$ cat src/rtl/ita_tile_scheduler_pkg.sv
// Shared types for the tiled-matmul scheduler: FSM states, mask modes and counter type.
package ita_tile_scheduler_pkg;

  localparam int unsigned SchedCw = 16;

  typedef logic [SchedCw-1:0] sched_cnt_t;

  typedef enum logic [1:0] {
    StIdle,
    StRun,
    StDrain,
    StDone
  } sched_state_e;

  typedef enum logic [1:0] {
    MaskNone  = 2'd0,
    MaskUpper = 2'd1,
    MaskLower = 2'd2,
    MaskRsvd  = 2'd3
  } mask_mode_e;

endpackage

$ cat src/rtl/ita_tile_scheduler_if.sv
// Operand triple handshake plus output FIFO pop handshake seen by the tile scheduler.
interface ita_tile_scheduler_if;

  logic inp_valid;
  logic inp_ready;
  logic weight_valid;
  logic weight_ready;
  logic bias_valid;
  logic bias_ready;
  logic oup_valid;
  logic oup_ready;

  modport master (
    output inp_valid, weight_valid, bias_valid, oup_valid, oup_ready,
    input  inp_ready, weight_ready, bias_ready
  );

  modport slave (
    input  inp_valid, weight_valid, bias_valid, oup_valid, oup_ready,
    output inp_ready, weight_ready, bias_ready
  );

endinterface

$ cat src/rtl/ita_tile_scheduler_lane_mask.sv
// Combinational per-lane validity: ragged row/col padding plus triangular attention masks.
module ita_tile_scheduler_lane_mask
  import ita_tile_scheduler_pkg::*;
#(
  parameter int unsigned N  = 16,
  parameter int unsigned CW = 16
) (
  input  logic          en_i,
  input  logic [CW:0]   row_i,
  input  logic [CW:0]   col_base_i,
  input  logic [CW-1:0] rows_i,
  input  logic [CW-1:0] cols_i,
  input  logic [CW-1:0] offset_i,
  input  mask_mode_e    mode_i,
  output logic [N-1:0]  mask_o
);

  // Two spare bits keep row + offset and col_base + k exact.
  localparam int unsigned W = CW + 2;

  logic [W-1:0] w_row;
  logic [W-1:0] w_diag;
  logic         w_row_ok;

  assign w_row    = W'(row_i);
  assign w_diag   = w_row + W'(offset_i);
  assign w_row_ok = w_row < W'(rows_i);

  for (genvar k = 0; k < N; k++) begin : g_lane
    logic [W-1:0] w_col;
    logic         w_tri;

    assign w_col = W'(col_base_i) + W'(k);

    always_comb begin
      w_tri = 1'b1;
      case (mode_i)
        MaskUpper: w_tri = (w_col <= w_diag);
        MaskLower: w_tri = (w_col >= w_diag);
        default:   w_tri = 1'b1;
      endcase
    end

    assign mask_o[k] = en_i & w_row_ok & (w_col < W'(cols_i)) & w_tri;
  end

endmodule

$ cat src/rtl/ita_tile_scheduler.sv
// Tile scheduler for one tiled matmul layer: walks beats/inner/tile_x/tile_y loops, applies
// output-FIFO credit backpressure and emits the per-beat lane validity mask.
module ita_tile_scheduler
  import ita_tile_scheduler_pkg::*;
#(
  parameter int unsigned M          = 64,
  parameter int unsigned N          = 16,
  parameter int unsigned CW         = 16,
  parameter int unsigned FIFO_DEPTH = 4
) (
  input  logic                 clk_i,
  input  logic                 rst_ni,
  input  logic                 start_i,
  input  logic [CW-1:0]        rows_i,
  input  logic [CW-1:0]        cols_i,
  input  logic [CW-1:0]        inner_tiles_i,
  input  logic [1:0]           mask_mode_i,
  input  logic [CW-1:0]        mask_offset_i,
  ita_tile_scheduler_if.slave  op,
  output logic                 calc_en_o,
  output logic                 first_inner_o,
  output logic                 last_inner_o,
  output logic [CW-1:0]        tile_x_o,
  output logic [CW-1:0]        tile_y_o,
  output logic [CW-1:0]        inner_tile_o,
  output logic [N-1:0]         lane_mask_o,
  output logic                 busy_o,
  output logic                 done_o
);

  localparam int unsigned Beats = M * M / N;
  localparam int unsigned BeatW = $clog2(Beats);
  localparam int unsigned LogM  = $clog2(M);
  localparam int unsigned LogN  = $clog2(N);
  localparam int unsigned CredW = $clog2(FIFO_DEPTH + 1);

  sched_state_e     r_state;
  mask_mode_e       r_mode;
  logic [CW-1:0]    r_rows, r_cols, r_inner, r_offset, r_tiles_x, r_tiles_y;
  logic [CW-1:0]    r_inner_tile, r_tile_x, r_tile_y;
  logic [BeatW-1:0] r_beat;
  logic [CredW-1:0] r_credits;
  logic             r_done;

  logic          w_run, w_stall, w_go, w_fire, w_push, w_pop;
  logic          w_beat_last, w_inner_last, w_x_last, w_y_last;
  logic [CW-1:0] w_tiles_x, w_tiles_y;
  logic [CW:0]   w_row, w_col_base;

  assign w_run   = (r_state == StRun);
  assign w_stall = (r_credits >= CredW'(FIFO_DEPTH));
  assign w_go    = w_run && !w_stall;
  assign w_fire  = w_go && op.inp_valid && op.weight_valid && op.bias_valid;

  assign op.inp_ready    = w_go && op.weight_valid && op.bias_valid;
  assign op.weight_ready = w_go && op.inp_valid && op.bias_valid;
  assign op.bias_ready   = w_go && op.inp_valid && op.weight_valid;

  assign w_beat_last  = (r_beat == BeatW'(Beats - 1));
  assign w_inner_last = (r_inner_tile == r_inner - CW'(1));
  assign w_x_last     = (r_tile_x == r_tiles_x - CW'(1));
  assign w_y_last     = (r_tile_y == r_tiles_y - CW'(1));

  assign w_push = w_fire && w_inner_last;
  assign w_pop  = op.oup_valid && op.oup_ready && (r_credits != '0);

  assign w_tiles_x = CW'(({1'b0, cols_i} + (CW+1)'(M - 1)) >> LogM);
  assign w_tiles_y = CW'(({1'b0, rows_i} + (CW+1)'(M - 1)) >> LogM);

  // Beat b covers row (b mod M) and lane group (b / M) of the current output tile.
  assign w_row      = ((CW+1)'(r_tile_y) << LogM) + ((CW+1)'(r_beat) & (CW+1)'(M - 1));
  assign w_col_base = ((CW+1)'(r_tile_x) << LogM) + ((CW+1)'(r_beat >> LogM) << LogN);

  always_ff @(posedge clk_i or negedge rst_ni) begin
    if (!rst_ni) begin
      r_state      <= StIdle;
      r_mode       <= MaskNone;
      r_rows       <= '0;
      r_cols       <= '0;
      r_inner      <= '0;
      r_offset     <= '0;
      r_tiles_x    <= '0;
      r_tiles_y    <= '0;
      r_inner_tile <= '0;
      r_tile_x     <= '0;
      r_tile_y     <= '0;
      r_beat       <= '0;
      r_credits    <= '0;
      r_done       <= 1'b0;
    end else begin
      r_done <= 1'b0;
      case (r_state)
        StIdle: begin
          if (start_i) begin
            r_rows       <= rows_i;
            r_cols       <= cols_i;
            r_inner      <= inner_tiles_i;
            r_offset     <= mask_offset_i;
            r_mode       <= mask_mode_e'(mask_mode_i);
            r_tiles_x    <= w_tiles_x;
            r_tiles_y    <= w_tiles_y;
            r_inner_tile <= '0;
            r_tile_x     <= '0;
            r_tile_y     <= '0;
            r_beat       <= '0;
            if (rows_i == '0 || cols_i == '0 || inner_tiles_i == '0) begin
              r_state <= StDone;
              r_done  <= 1'b1;
            end else begin
              r_state <= StRun;
            end
          end
        end
        StRun: begin
          if (w_fire) begin
            if (w_beat_last) begin
              r_beat <= '0;
              if (w_inner_last) begin
                r_inner_tile <= '0;
                if (w_x_last) begin
                  r_tile_x <= '0;
                  if (w_y_last) begin
                    r_tile_y <= '0;
                    r_state  <= StDrain;
                  end else begin
                    r_tile_y <= r_tile_y + CW'(1);
                  end
                end else begin
                  r_tile_x <= r_tile_x + CW'(1);
                end
              end else begin
                r_inner_tile <= r_inner_tile + CW'(1);
              end
            end else begin
              r_beat <= r_beat + BeatW'(1);
            end
          end
        end
        StDrain: begin
          if (r_credits == '0) begin
            r_state <= StDone;
            r_done  <= 1'b1;
          end
        end
        default: r_state <= StIdle;
      endcase

      if (w_push && !w_pop) begin
        r_credits <= r_credits + CredW'(1);
      end else if (w_pop && !w_push) begin
        r_credits <= r_credits - CredW'(1);
      end
    end
  end

  ita_tile_scheduler_lane_mask #(
    .N  (N),
    .CW (CW)
  ) u_lane_mask (
    .en_i       (w_fire),
    .row_i      (w_row),
    .col_base_i (w_col_base),
    .rows_i     (r_rows),
    .cols_i     (r_cols),
    .offset_i   (r_offset),
    .mode_i     (r_mode),
    .mask_o     (lane_mask_o)
  );

  assign calc_en_o     = w_fire;
  assign first_inner_o = w_run && (r_inner_tile == '0);
  assign last_inner_o  = w_run && w_inner_last;
  assign tile_x_o      = r_tile_x;
  assign tile_y_o      = r_tile_y;
  assign inner_tile_o  = r_inner_tile;
  assign busy_o        = (r_state != StIdle);
  assign done_o        = r_done;

endmodule

$ cat src/flat_wrapper.sv
// flat-port wrapper written by rule: the top's interface ports become plain ports
module ita_tile_scheduler_flat import ita_tile_scheduler_pkg::*;
#(
  parameter int unsigned M          = 64,
  parameter int unsigned N          = 16,
  parameter int unsigned CW         = 16,
  parameter int unsigned FIFO_DEPTH = 4
)
  (clk_i, rst_ni, start_i, rows_i, cols_i, inner_tiles_i, mask_mode_i, mask_offset_i, calc_en_o, first_inner_o, last_inner_o, tile_x_o, tile_y_o, inner_tile_o, lane_mask_o, busy_o, done_o, op_inp_valid, op_weight_valid, op_bias_valid, op_oup_valid, op_oup_ready, op_inp_ready, op_weight_ready, op_bias_ready);
  ita_tile_scheduler_if op_i ();
  input  logic clk_i;
  input  logic rst_ni;
  input  logic start_i;
  input  logic [CW-1:0] rows_i;
  input  logic [CW-1:0] cols_i;
  input  logic [CW-1:0] inner_tiles_i;
  input  logic [1:0] mask_mode_i;
  input  logic [CW-1:0] mask_offset_i;
  output logic calc_en_o;
  output logic first_inner_o;
  output logic last_inner_o;
  output logic [CW-1:0] tile_x_o;
  output logic [CW-1:0] tile_y_o;
  output logic [CW-1:0] inner_tile_o;
  output logic [N-1:0] lane_mask_o;
  output logic busy_o;
  output logic done_o;
  input wire logic [$bits(op_i.inp_valid)-1:0] op_inp_valid;
  input wire logic [$bits(op_i.weight_valid)-1:0] op_weight_valid;
  input wire logic [$bits(op_i.bias_valid)-1:0] op_bias_valid;
  input wire logic [$bits(op_i.oup_valid)-1:0] op_oup_valid;
  input wire logic [$bits(op_i.oup_ready)-1:0] op_oup_ready;
  output wire logic [$bits(op_i.inp_ready)-1:0] op_inp_ready;
  output wire logic [$bits(op_i.weight_ready)-1:0] op_weight_ready;
  output wire logic [$bits(op_i.bias_ready)-1:0] op_bias_ready;
  assign op_i.inp_valid = op_inp_valid;
  assign op_i.weight_valid = op_weight_valid;
  assign op_i.bias_valid = op_bias_valid;
  assign op_i.oup_valid = op_oup_valid;
  assign op_i.oup_ready = op_oup_ready;
  assign op_inp_ready = op_i.inp_ready;
  assign op_weight_ready = op_i.weight_ready;
  assign op_bias_ready = op_i.bias_ready;
  ita_tile_scheduler #(.M(M), .N(N), .CW(CW), .FIFO_DEPTH(FIFO_DEPTH)) u_core (.clk_i(clk_i), .rst_ni(rst_ni), .start_i(start_i), .rows_i(rows_i), .cols_i(cols_i), .inner_tiles_i(inner_tiles_i), .mask_mode_i(mask_mode_i), .mask_offset_i(mask_offset_i), .op(op_i), .calc_en_o(calc_en_o), .first_inner_o(first_inner_o), .last_inner_o(last_inner_o), .tile_x_o(tile_x_o), .tile_y_o(tile_y_o), .inner_tile_o(inner_tile_o), .lane_mask_o(lane_mask_o), .busy_o(busy_o), .done_o(done_o));
endmodule
$ cat config.mk
export PLATFORM = sky130hd
export DESIGN_NAME = ita_tile_scheduler_flat
export DESIGN_NICKNAME = d
export VERILOG_FILES = /design/src/rtl/ita_tile_scheduler_pkg.sv /design/src/rtl/ita_tile_scheduler_if.sv /design/src/rtl/ita_tile_scheduler_lane_mask.sv /design/src/rtl/ita_tile_scheduler.sv /design/src/flat_wrapper.sv
export SDC_FILE = /design/constraint.sdc
export NUM_CORES = 1
export LEC_CHECK = 0
export CORE_UTILIZATION = 40
export CTS_CLUSTER_SIZE = 20
export DETAILED_ROUTE_END_ITERATION = 10
export DONT_BUFFER_PORTS = 1
export PLACE_DENSITY_LB_ADDON = 0.08
export REMOVE_ABC_BUFFERS = 1
export SLEW_MARGIN = 15
export SYNTH_ARGS = -nofsm -noshare
export SYNTH_HDL_FRONTEND = slang
export SYNTH_HIERARCHICAL = 1
export SYNTH_SLANG_ARGS = --single-unit
$ cat constraint.sdc
create_clock -name clk_i -period 7.4 [get_ports clk_i]
set_input_delay 1.48 -clock clk_i [delete_from_list [all_inputs] [get_ports clk_i]]
set_output_delay 1.48 -clock clk_i [all_outputs]
set_load 0.05 [all_outputs]
==> results of run 1 <==
## cell type report
cell class | count | share of cell area (%)
clock buffers | 19 | 1.746
flip-flops and latches | 150 | 14.53
clock inverters | 12 | 0.8249
inverters | 118 | 1.708
multi-input cells | 2618 | 74.76
repair buffers | 92 | 2.706
well taps | 773 | 3.729
## layout by cell type, fill, tap and decap left out, types with 7 or more instances in the layout
master     netlist  layout
a21boi_0        11      11
nand3_1         89      89
clkbuf_16        0      17
nand4_1         60      60
xor2_1         142     136
a211oi_1        42      36
o211ai_1        21      21
o2111ai_1       17      17
mux2i_1         17      17
nor2b_1         41      41
dfrtp_2          0      12
inv_1          116     116
a41oi_1          8       8
o21a_1          39      39
a211oi_2         1       7
or4_1            9       9
buf_4            7      89
ha_1           500     499
xnor2_1        186     182
o21ai_1         24      23
a21o_1          74      74
o221ai_1         8       8
o21bai_1        11      11
o31ai_1         30      30
dfrtp_1        150     138
o21ai_0        132     132
and3_1          43      43
a2111oi_0       15      10
nor4_1          37      37
and4_1           9       9
nand2b_1        23      23
a21oi_1        148     147
conb_1           1      25
a211o_1         12      12
nand2_1        381     380
nor3_1          62      62
a31oi_1         31      31
or3_1           12      12
nor2_1         228     228
and2_1           9       8
## layer usage
layer	global-route usage, %	wire length, µm
met1	40.32	41210
met2	53.91	45360
met3	5.511	6865
met4	19.16	6310
met5	0	7
## worst min-delay path, cell delays in order, from the launching register on
cell,delay (ns)
dfrtp_1,0.34
nand2_1,0.05
nand2_1,0.05
## worst max path at each step
stage / startpoint / end / cells past startpoint
after floorplan: u_core/r_beat[3]$_DFFE_PN0P_ / lane_mask_o[2] / 19
after global placement: u_core/r_beat[3]$_DFFE_PN0P_ / lane_mask_o[2] / 20
after detailed placement: u_core/r_beat[3]$_DFFE_PN0P_ / lane_mask_o[2] / 20
after CTS: u_core/r_beat[3]$_DFFE_PN0P_ / lane_mask_o[2] / 20
after global routing: u_core/r_beat[0]$_DFFE_PN0P_ / lane_mask_o[14] / 21
final: u_core/r_beat[0]$_DFFE_PN0P_ / lane_mask_o[14] / 21
## sequential cells by signal, summed over array words and instances, names as in the netlist, 8 cells and up
name and flops:
u_core/tile_x_o 16, u_core/r_tiles_y 11, u_core/r_offset 16, u_core/r_cols 16, u_core/inner_tile_o 16, u_core/r_inner 16, u_core/r_rows 16, u_core/r_tiles_x 11
u_core/r_beat 8, u_core/tile_y_o 16
## power by group through the flow
stage          clock network, W  logic (W)  registers (W)
5_1_grt                 0.00106    0.00148       0.000855
2_1_floorplan                 0   0.000923       0.000869
4_1_cts                 0.00103    0.00130       0.000852
6_report               0.000999    0.00136       0.000853
3_5_place_dp                  0    0.00128       0.000868
3_3_place_gp                  0    0.00128       0.000866
## through the flow
step	util [%]	TNS [ns]	power, W
after floorplan	-	-3.034	0.001792
after global placement	42.76	0	0.002144
after detailed placement	42.76	0	0.002149
after CTS	43.95	0	0.003175
after global routing	44.03	0	0.003394
final	44.03	0	0.003214
## what timing repair did
item                                    in CTS  in global routing
endpoints found under the setup margin       2                 11
pin swaps                                    0                  3
hold buffers                                 0                  0
buffers inserted                             0                  3
gates resized for setup                      3                  7
## logic make-up (layout without fill, tap and decap cells)
group	after synthesis	in the layout	synth area share (%)
simple gates	1049	1049	21.23
fa+ha+maj	511	511	26.87
other cells	1	25	0.01577
compound gates	683	683	19.08
flops	150	150	15.78
xor+xnor	329	329	12.18
mux	21	21	0.9050
buf+inv	228	241	3.941
==> impl_summary.txt, run 1 <==
----------------------------------------------------
[Status]
  Result of the run ... finished, final reports clean

[Job]
  Number of max-cap violations ... 0

[Global route]
  Overall Global Routing Usage ... 32.85%
  Remaining Overflow, GRT ... 0
  Wire length of the first global-routing pass ... around 150000 µm
  Number of global-route vias before repair ... ~23000
  Largest net degree at the start of global routing ... ~150
  Number of antenna violations at the first check in global routing ... 1

[Layout]
  Non-filler cells, final ... 3782
  Design area ... 25940 µm²
  Ratio of cells with drive above 1 in the final layout ... 6.846%
  Area of the multi-input gates ... 19390 µm²
  Area overhead of the layout relative to synthesis ... 9.076%
  Filler Cells Inserted ... 5928
  Number of antenna cells inserted ... 0
  Net count reported at finish ... 3573
  Register cell area after layout ... 3769 µm²

[Placement]
  Placement-stage worst setup slack ... about 0.26 ns
  Inst Count DP ... 3748
  GP Congestion ... ~1.0
  Placed Area ... 25190 µm²
  Detailed-placement wirelength estimate ... 74060 µm
  Buffers added on ports ... 0

[Synthesis]
  Ys Warns ... 6
  Post-synth top area cell ... ha_1
  Number of enable-type register cells in the synthesized netlist ... 0
  Fraction of the yosys area taken by sequential cells ... around 16%
  Async set-reset flop share out of synthesis ... 100.0%
  Post-Synthesis Mean Instance Area ... 8.001 µm²
  Count of unique library cells instantiated by Yosys ... 96
  Dominant synthesized flop cell ... dfrtp_1
  Cell with the most instances after synthesis ... ha_1
  Portion of synthesized cell area occupied by the leading cell type ... 26.31%
  Combined area of all synthesized cells ... 23780 µm²
  Register bit count reported by yosys ... 150
  Post-Syn Instances ... 2972
  Top cells by area in the synthesized netlist ... ha_1 26%, dfrtp_1 16%, xnor2_1 6.9%
  Commonest cells in the netlist ... 500 x ha_1, 381 x nand2_1, 228 x nor2_1

[Power and ir drop]
  Max VDD drop ... 0.0001661 V
  Clock network power share ... 31.1%
  Total internal power ... ~0.002 W
  Part of the power in registers ... 26.5%
  Logic gate share of total power ... 42.4%
  Switching share of power ... 36.73%
  Power density of the placed cells ... 123.9 nW/µm²
  Total leakage power ... 12.23 nW
  Power spent charging and discharging nets ... 0.001181 W

[Drt]
  Drc violations ... 0
  Routed wire length ... about 100000 µm
  DR vias ... 23440
  Antenna viol nets, final ... 0
  DR WL/cell ... between 20 and 30 µm
  DRT Pass-1 Iters ... 5
  DRC violation total after the first TritonRoute iteration ... 1555
  Average vias per placed instance ... 6.198

[Floorplan]
  Floorplan core area ... 58910 µm²
  Chip height ... 245.8 µm
  Chip Width ... 245.8 µm
  Number of I/O pins ... 146
  Die outline area ... 60430 µm²
  Initial cell density of the core ... 40.37%
  Row count ... slightly below 90

[Worst setup path]
  Reg-to-Reg Start ... u_core/inner_tile_o[3]$_DFFE_PN0P_
  Endpoint required time on the critical path ... ~5.9 ns
  Endpoint type of the worst setup path ... primary output
  CP top delay family ... compound AO/OA/AOI/OAI gates
  Startpoint-to-endpoint class of the critical path ... reg -> out
  Kind of start point of the critical path ... flop
  Crit path max fanout ... 5
  CP Data Arrival Time ... approximately 5.6 ns
  Delay contributed by the slowest stage of the critical path ... 0.46 ns
  Worst reg2reg path depth ... 8
  Reg-to-reg critical path endpoint ... u_core/tile_x_o[3]$_DFFE_PN0P_
  Crit path cell chain ... ha_1 -> inv_1 -> fa_1 -> nor2b_1 -> o31a_1 -> o21a_1 -> o21ai_0 -> nand2b_1 -> a21o_1 -> a21oi_1 -> xor2_2 -> ha_1 -> o21ai_0 -> nor4_1 -> a211o_1 -> maj3_1 -> a21o_1 -> a221o_1 -> mux2i_1 -> a2111oi_4 -> buf_6
  Reg2Reg Setup Slack ... roughly 2.8 ns
  Crit path max-delay cell type ... a2111oi_4
  Worst Path Buf+Inv ... 2

[Worst hold path]
  Depth of the worst hold-timing path ... 2
  Hold Path Class ... reg -> reg
  WHS Endpoint ... u_core/r_rows[6]$_DFFE_PN0P_
  Hold wc startpoint ... u_core/r_rows[6]$_DFFE_PN0P_

[STA]
  Unrepaired setup endpoints after global routing ... no
  Worst slew slack as a fraction of its limit ... between 15 and 20%
  Hold Worst Slack ... 0.4724 ns
  Maximum clock rate ... roughly 140 MHz
  Transition time of the tightest slew-check pin ... 1.264 ns
  Post-layout min period ... 7.059 ns
  Share of the clock period used by the worst path ... 95.39%
  Max Clock Skew ... 0.02017 ns
  Final WS setup ... 0.3413 ns
  Total of endpoints with negative setup slack in the final report ... 0
  Number of max-slew violations in the final report ... 0
  Number of hold-slack violations in the final timing report ... 0

[CTS]
  Number of CTS-inserted buffers ... 17
  Later-pin clock latency in the skew report ... 0.45 ns
  CTS Root Cell ... clkbuf_16
  Clock Pin Slew Worst Setup and Hold Paths ... 0.07 ns
  TritonCTS clock tree ... yes
  CTS Buffer Depth ... 2
  Number of clock sinks seen by CTS ... 150
  H-Tree Depth ... 4

----------------------------------------------------
No activity file was read; power rests on OpenSTA's default activity.
==> inputs of run 2 (changes only) <==
- HOLD_SLACK_MARGIN: not set -> 0.06
- SYNTH_HIERARCHICAL: 1 -> not set
==> impl_summary.txt, run 2 <==
----------------------------------------------------
[Worst setup path]
  Startpoint-to-endpoint class of the critical path ... reg -> out
  Kind of start point of the critical path ... flop
  Crit path max fanout ... 8 (+3)
  Endpoint type of the worst setup path ... primary output
  Crit path max-delay cell type ... dfrtp_1
  Delay contributed by the slowest stage of the critical path ... 0.45 ns (about the same)
  CP Data Arrival Time ... 5.49 ns (-0.09 ns)
  Worst Path Buf+Inv ... 1 (-1)
  CP top delay family ... compound AO/OA/AOI/OAI gates
  Crit path cell chain ... ha_1 -> a211oi_1 -> o21ai_0 -> and3_1 -> o2111ai_1 -> nand2_1 -> a21o_1 -> a21oi_1 -> xor2_1 -> ha_1 -> nand2_1 -> or3_1 -> o221ai_1 -> o211ai_1 -> o21ai_0 -> mux2_2 -> a221oi_1 -> buf_4
  Endpoint required time on the critical path ... 5.92 ns (about the same)

[Synthesis]
  Fraction of the yosys area taken by sequential cells ... 34.12% (+18 points)
  Cell with the most instances after synthesis ... dfrtp_1
  Post-Syn Instances ... 1246 (-58%)
  Commonest cells in the netlist ... 150 x dfrtp_1, 106 x nand2_1, 101 x o21ai_0
  Post-synth top area cell ... dfrtp_1
  Async set-reset flop share out of synthesis ... 100.0% (unchanged)
  Number of enable-type register cells in the synthesized netlist ... 0 (unchanged)
  Post-Synthesis Mean Instance Area ... 8.830 µm² (+10%)
  Count of unique library cells instantiated by Yosys ... 79 (-18%)
  Dominant synthesized flop cell ... dfrtp_1
  Portion of synthesized cell area occupied by the leading cell type ... 34.12% (+7.8 points)
  Register bit count reported by yosys ... 150 (unchanged)
  Ys Warns ... 0 (-6)
  Combined area of all synthesized cells ... 11000 µm² (-54%)
  Top cells by area in the synthesized netlist ... dfrtp_1 34%, ha_1 8.3%, mux2_2 6.9%

[Layout]
  Filler Cells Inserted ... 2639 (-55%)
  Net count reported at finish ... 1399 (-61%)
  Utilization after layout ... 45.10% (+1.1 points)
  Area overhead of the layout relative to synthesis ... 10.47%
  Ratio of cells with drive above 1 in the final layout ... 13.54% (+6.7 points)
  Leading cell type in the layout, fill and taps excluded ... dfrtp_1
  Commonest cells after routing, fill and taps aside ... 150 x dfrtp_1, 105 x nand2_1, 101 x o21ai_0, 90 x nor2_1, 73 x ha_1
  Design area ... 12150 µm² (-53%)

[Global route]
  Largest net degree at the start of global routing ... 151 (unchanged)
  Most used routing layer ... met2
  Overall Global Routing Usage ... 22.97% (-9.9 points)
  Global-route track usage on met2 ... 36.87% (-17 points)
  Number of antenna violations at the first check in global routing ... 0 (-1)
  Global routing met1 resource utilization ... 31.45% (-8.9 points)
  Number of global-route vias before repair ... 8972 (-62%)
  Remaining Overflow, GRT ... 0 (unchanged)
  GR Util met3 ... 4.866% (-0.65 points)
  Wire length of the first global-routing pass ... 50720 µm (-66%)

[Placement]
  Detailed-placement wirelength estimate ... 23200 µm (-69%)
  Placed Area ... 11540 µm² (-54%)
  GP Congestion ... 0.8560 (-16%)
  Buffers added on ports ... 0 (unchanged)
  Placement-stage worst setup slack ... 0.7924 ns (+0.5310 ns)

[Floorplan]
  Chip height ... 167.8 µm (-32%)
  Floorplan core area ... 26950 µm² (-54%)
  Die outline area ... 28170 µm² (-53%)
  Chip Width ... 167.8 µm (-32%)
  Initial cell density of the core ... 40.82% (+0.45 points)
  Number of I/O pins ... 146 (unchanged)
  Row count ... 60 (-33%)

[CTS]
  CTS Root Cell ... clkbuf_16
  Number of clock sinks seen by CTS ... 150 (unchanged)
  Clock Pin Slew Worst Setup and Hold Paths ... 0.06 ns (about the same)
  H-Tree Depth ... 4 (unchanged)
  Number of CTS-inserted buffers ... 17 (unchanged)
  CTS Buffer Depth ... 2 (unchanged)
  Later-pin clock latency in the skew report ... 0.44 ns (about the same)
  TritonCTS clock tree ... yes
  Buffers inserted by post-CTS timing repair ... 0 (unchanged)

[STA]
  Total of endpoints with negative setup slack in the final report ... 0 (unchanged)
  Number of max-slew violations in the final report ... 0 (unchanged)
  Number of hold-slack violations in the final timing report ... 0 (unchanged)
  Final WS setup ... 0.4317 ns (+0.09049 ns)
  Maximum clock rate ... 143.5 MHz (+1.3%)
  Unrepaired setup endpoints after global routing ... no
  Worst slew slack as a fraction of its limit ... 30.13% (+15 points)
  Hold Worst Slack ... 0.4843 ns (+0.01189 ns)
  Post-layout min period ... 6.968 ns (-0.09049 ns)
  Sum Neg Setup Slack ... 0 ns (unchanged)
  Share of the clock period used by the worst path ... 94.17% (-1.2 points)
  Max Clock Skew ... 0.01247 ns (-0.007700 ns)
  Transition time of the tightest slew-check pin ... 1.040 ns (-0.2240 ns)

[Power and ir drop]
  Max VDD drop ... 0.0001005 V (-40%)
  Total leakage power ... 5.356 nW (-56%)
  Power density of the placed cells ... 155.9 nW/µm² (+26%)

[Drt]
  DRT Pass-1 Iters ... 5 (unchanged)
  Average vias per placed instance ... 5.790 (-6.6%)
  Antenna viol nets, final ... 0 (unchanged)
  DR vias ... 9298 (-60%)
  DR WL/cell ... 19.59 µm (-26%)
  Routed wire length ... 31460 µm (-68%)
  DRC violation total after the first TritonRoute iteration ... 619 (-60%)
  Drc violations ... 0 (unchanged)

[Status]
  Result of the run ... finished, final reports clean

[Job]
  Number of max-cap violations ... 0 (unchanged)

[Worst hold path]
  Hold Path Class ... reg -> reg

----------------------------------------------------
## run 2: final cells by class
| class | instances | area (µm²) | share of cell area [%] |
|---|---|---|---|
| antenna | 2 | 5.005 | 0.04118 |
| clock buffer | 19 | 452.9 | 3.727 |
| clock inverter | 13 | 145.1 | 1.194 |
| inverter | 68 | 255.2 | 2.100 |
| multi-input combinational | 981 | 6875 | 56.57 |
| sequential | 150 | 3754 | 30.88 |
| tap | 341 | 426.7 | 3.510 |
| timing repair buffer | 32 | 240.2 | 1.977 |
## run 2: worst register-to-register path: stages (launching register included)
cell,delay [ns]
dfrtp_1,0.41
inv_1,0.10
ha_1,0.21
buf_4,0.27
clkinv_1,0.47
a31oi_1,0.70
or3_1,0.52
nand2b_1,0.68
nor2_1,0.20
nand2_1,0.21
xor2_1,0.17
nor2_1,0.05
## run 2: final timing paths
check                                                       to  slack, ns  depth (start not counted)                          start
max reg2reg                     u_core.tile_x_o[3]$_DFFE_PN0P_       3.28                         11  u_core.r_state[1]$_DFFE_PN0P_
min                              u_core.r_cols[11]$_DFFE_PN0P_       0.48                          2  u_core.r_cols[11]$_DFFE_PN0P_
max in group asynchronous       u_core.r_offset[9]$_DFFE_PN0P_       6.42                          0                         rst_ni
min in group asynchronous  u_core.inner_tile_o[14]$_DFFE_PN0P_       0.73                          0                         rst_ni
max                                            lane_mask_o[12]       0.43                         18   u_core.r_beat[1]$_DFFE_PN0P_
min reg2reg                      u_core.r_cols[11]$_DFFE_PN0P_       0.48                          2  u_core.r_cols[11]$_DFFE_PN0P_
## run 2: layer usage
layer  vias to the layer above  routed length, µm  share of wire [%]
met1                      4473              14980                 48
met4                         0                375                1.2
li1                       4581                  -                  -
met3                        19               1699                5.4
met2                       225              14410                 46
met5                         -                  0                  0
## run 2: cells by family (layout without fill, tap and decap cells)
| group | count (synthesis) | in the layout | share of synthesized area, % |
|---|---|---|---|
| other cells | 0 | 2 | 0 |
| flops | 150 | 150 | 34.12 |
| xor+xnor | 91 | 91 | 7.244 |
| compound gates | 293 | 293 | 17.35 |
| buf+inv | 115 | 132 | 4.117 |
| mux | 73 | 73 | 7.404 |
| fa+ha+maj | 75 | 75 | 8.666 |
| simple gates | 449 | 449 | 21.10 |
## run 2: through the flow
step | std cells | power [W]
finish | 1606 | 0.001895
global route | 1604 | 0.001972
CTS | 1604 | 0.001915
detailed placement | 1572 | 0.001006
global placement | 1572 | 0.001007
floorplan | 1199 | 0.0009642
## run 2: repair_timing
item / in CTS / in global routing
hold buffers: 0 / 0
gates resized for setup: 0 / 1
endpoints found under the setup margin: 0 / 6
## run 2: where the power goes
part	leakage (nW)	internal (W)	switching, W
clock	0.286	0.000518	0.000384
sequential	2.05	0.000830	0.0000155
combinational	3.02	0.0000513	0.0000962
total	5.36	0.00140	0.000496
==> inputs of run 3 (changes only) <==
- SLEW_MARGIN: 15 -> 20
==> results of run 3 <==
Same layout as run 2: the final DEF is identical, and so are final timing and power.
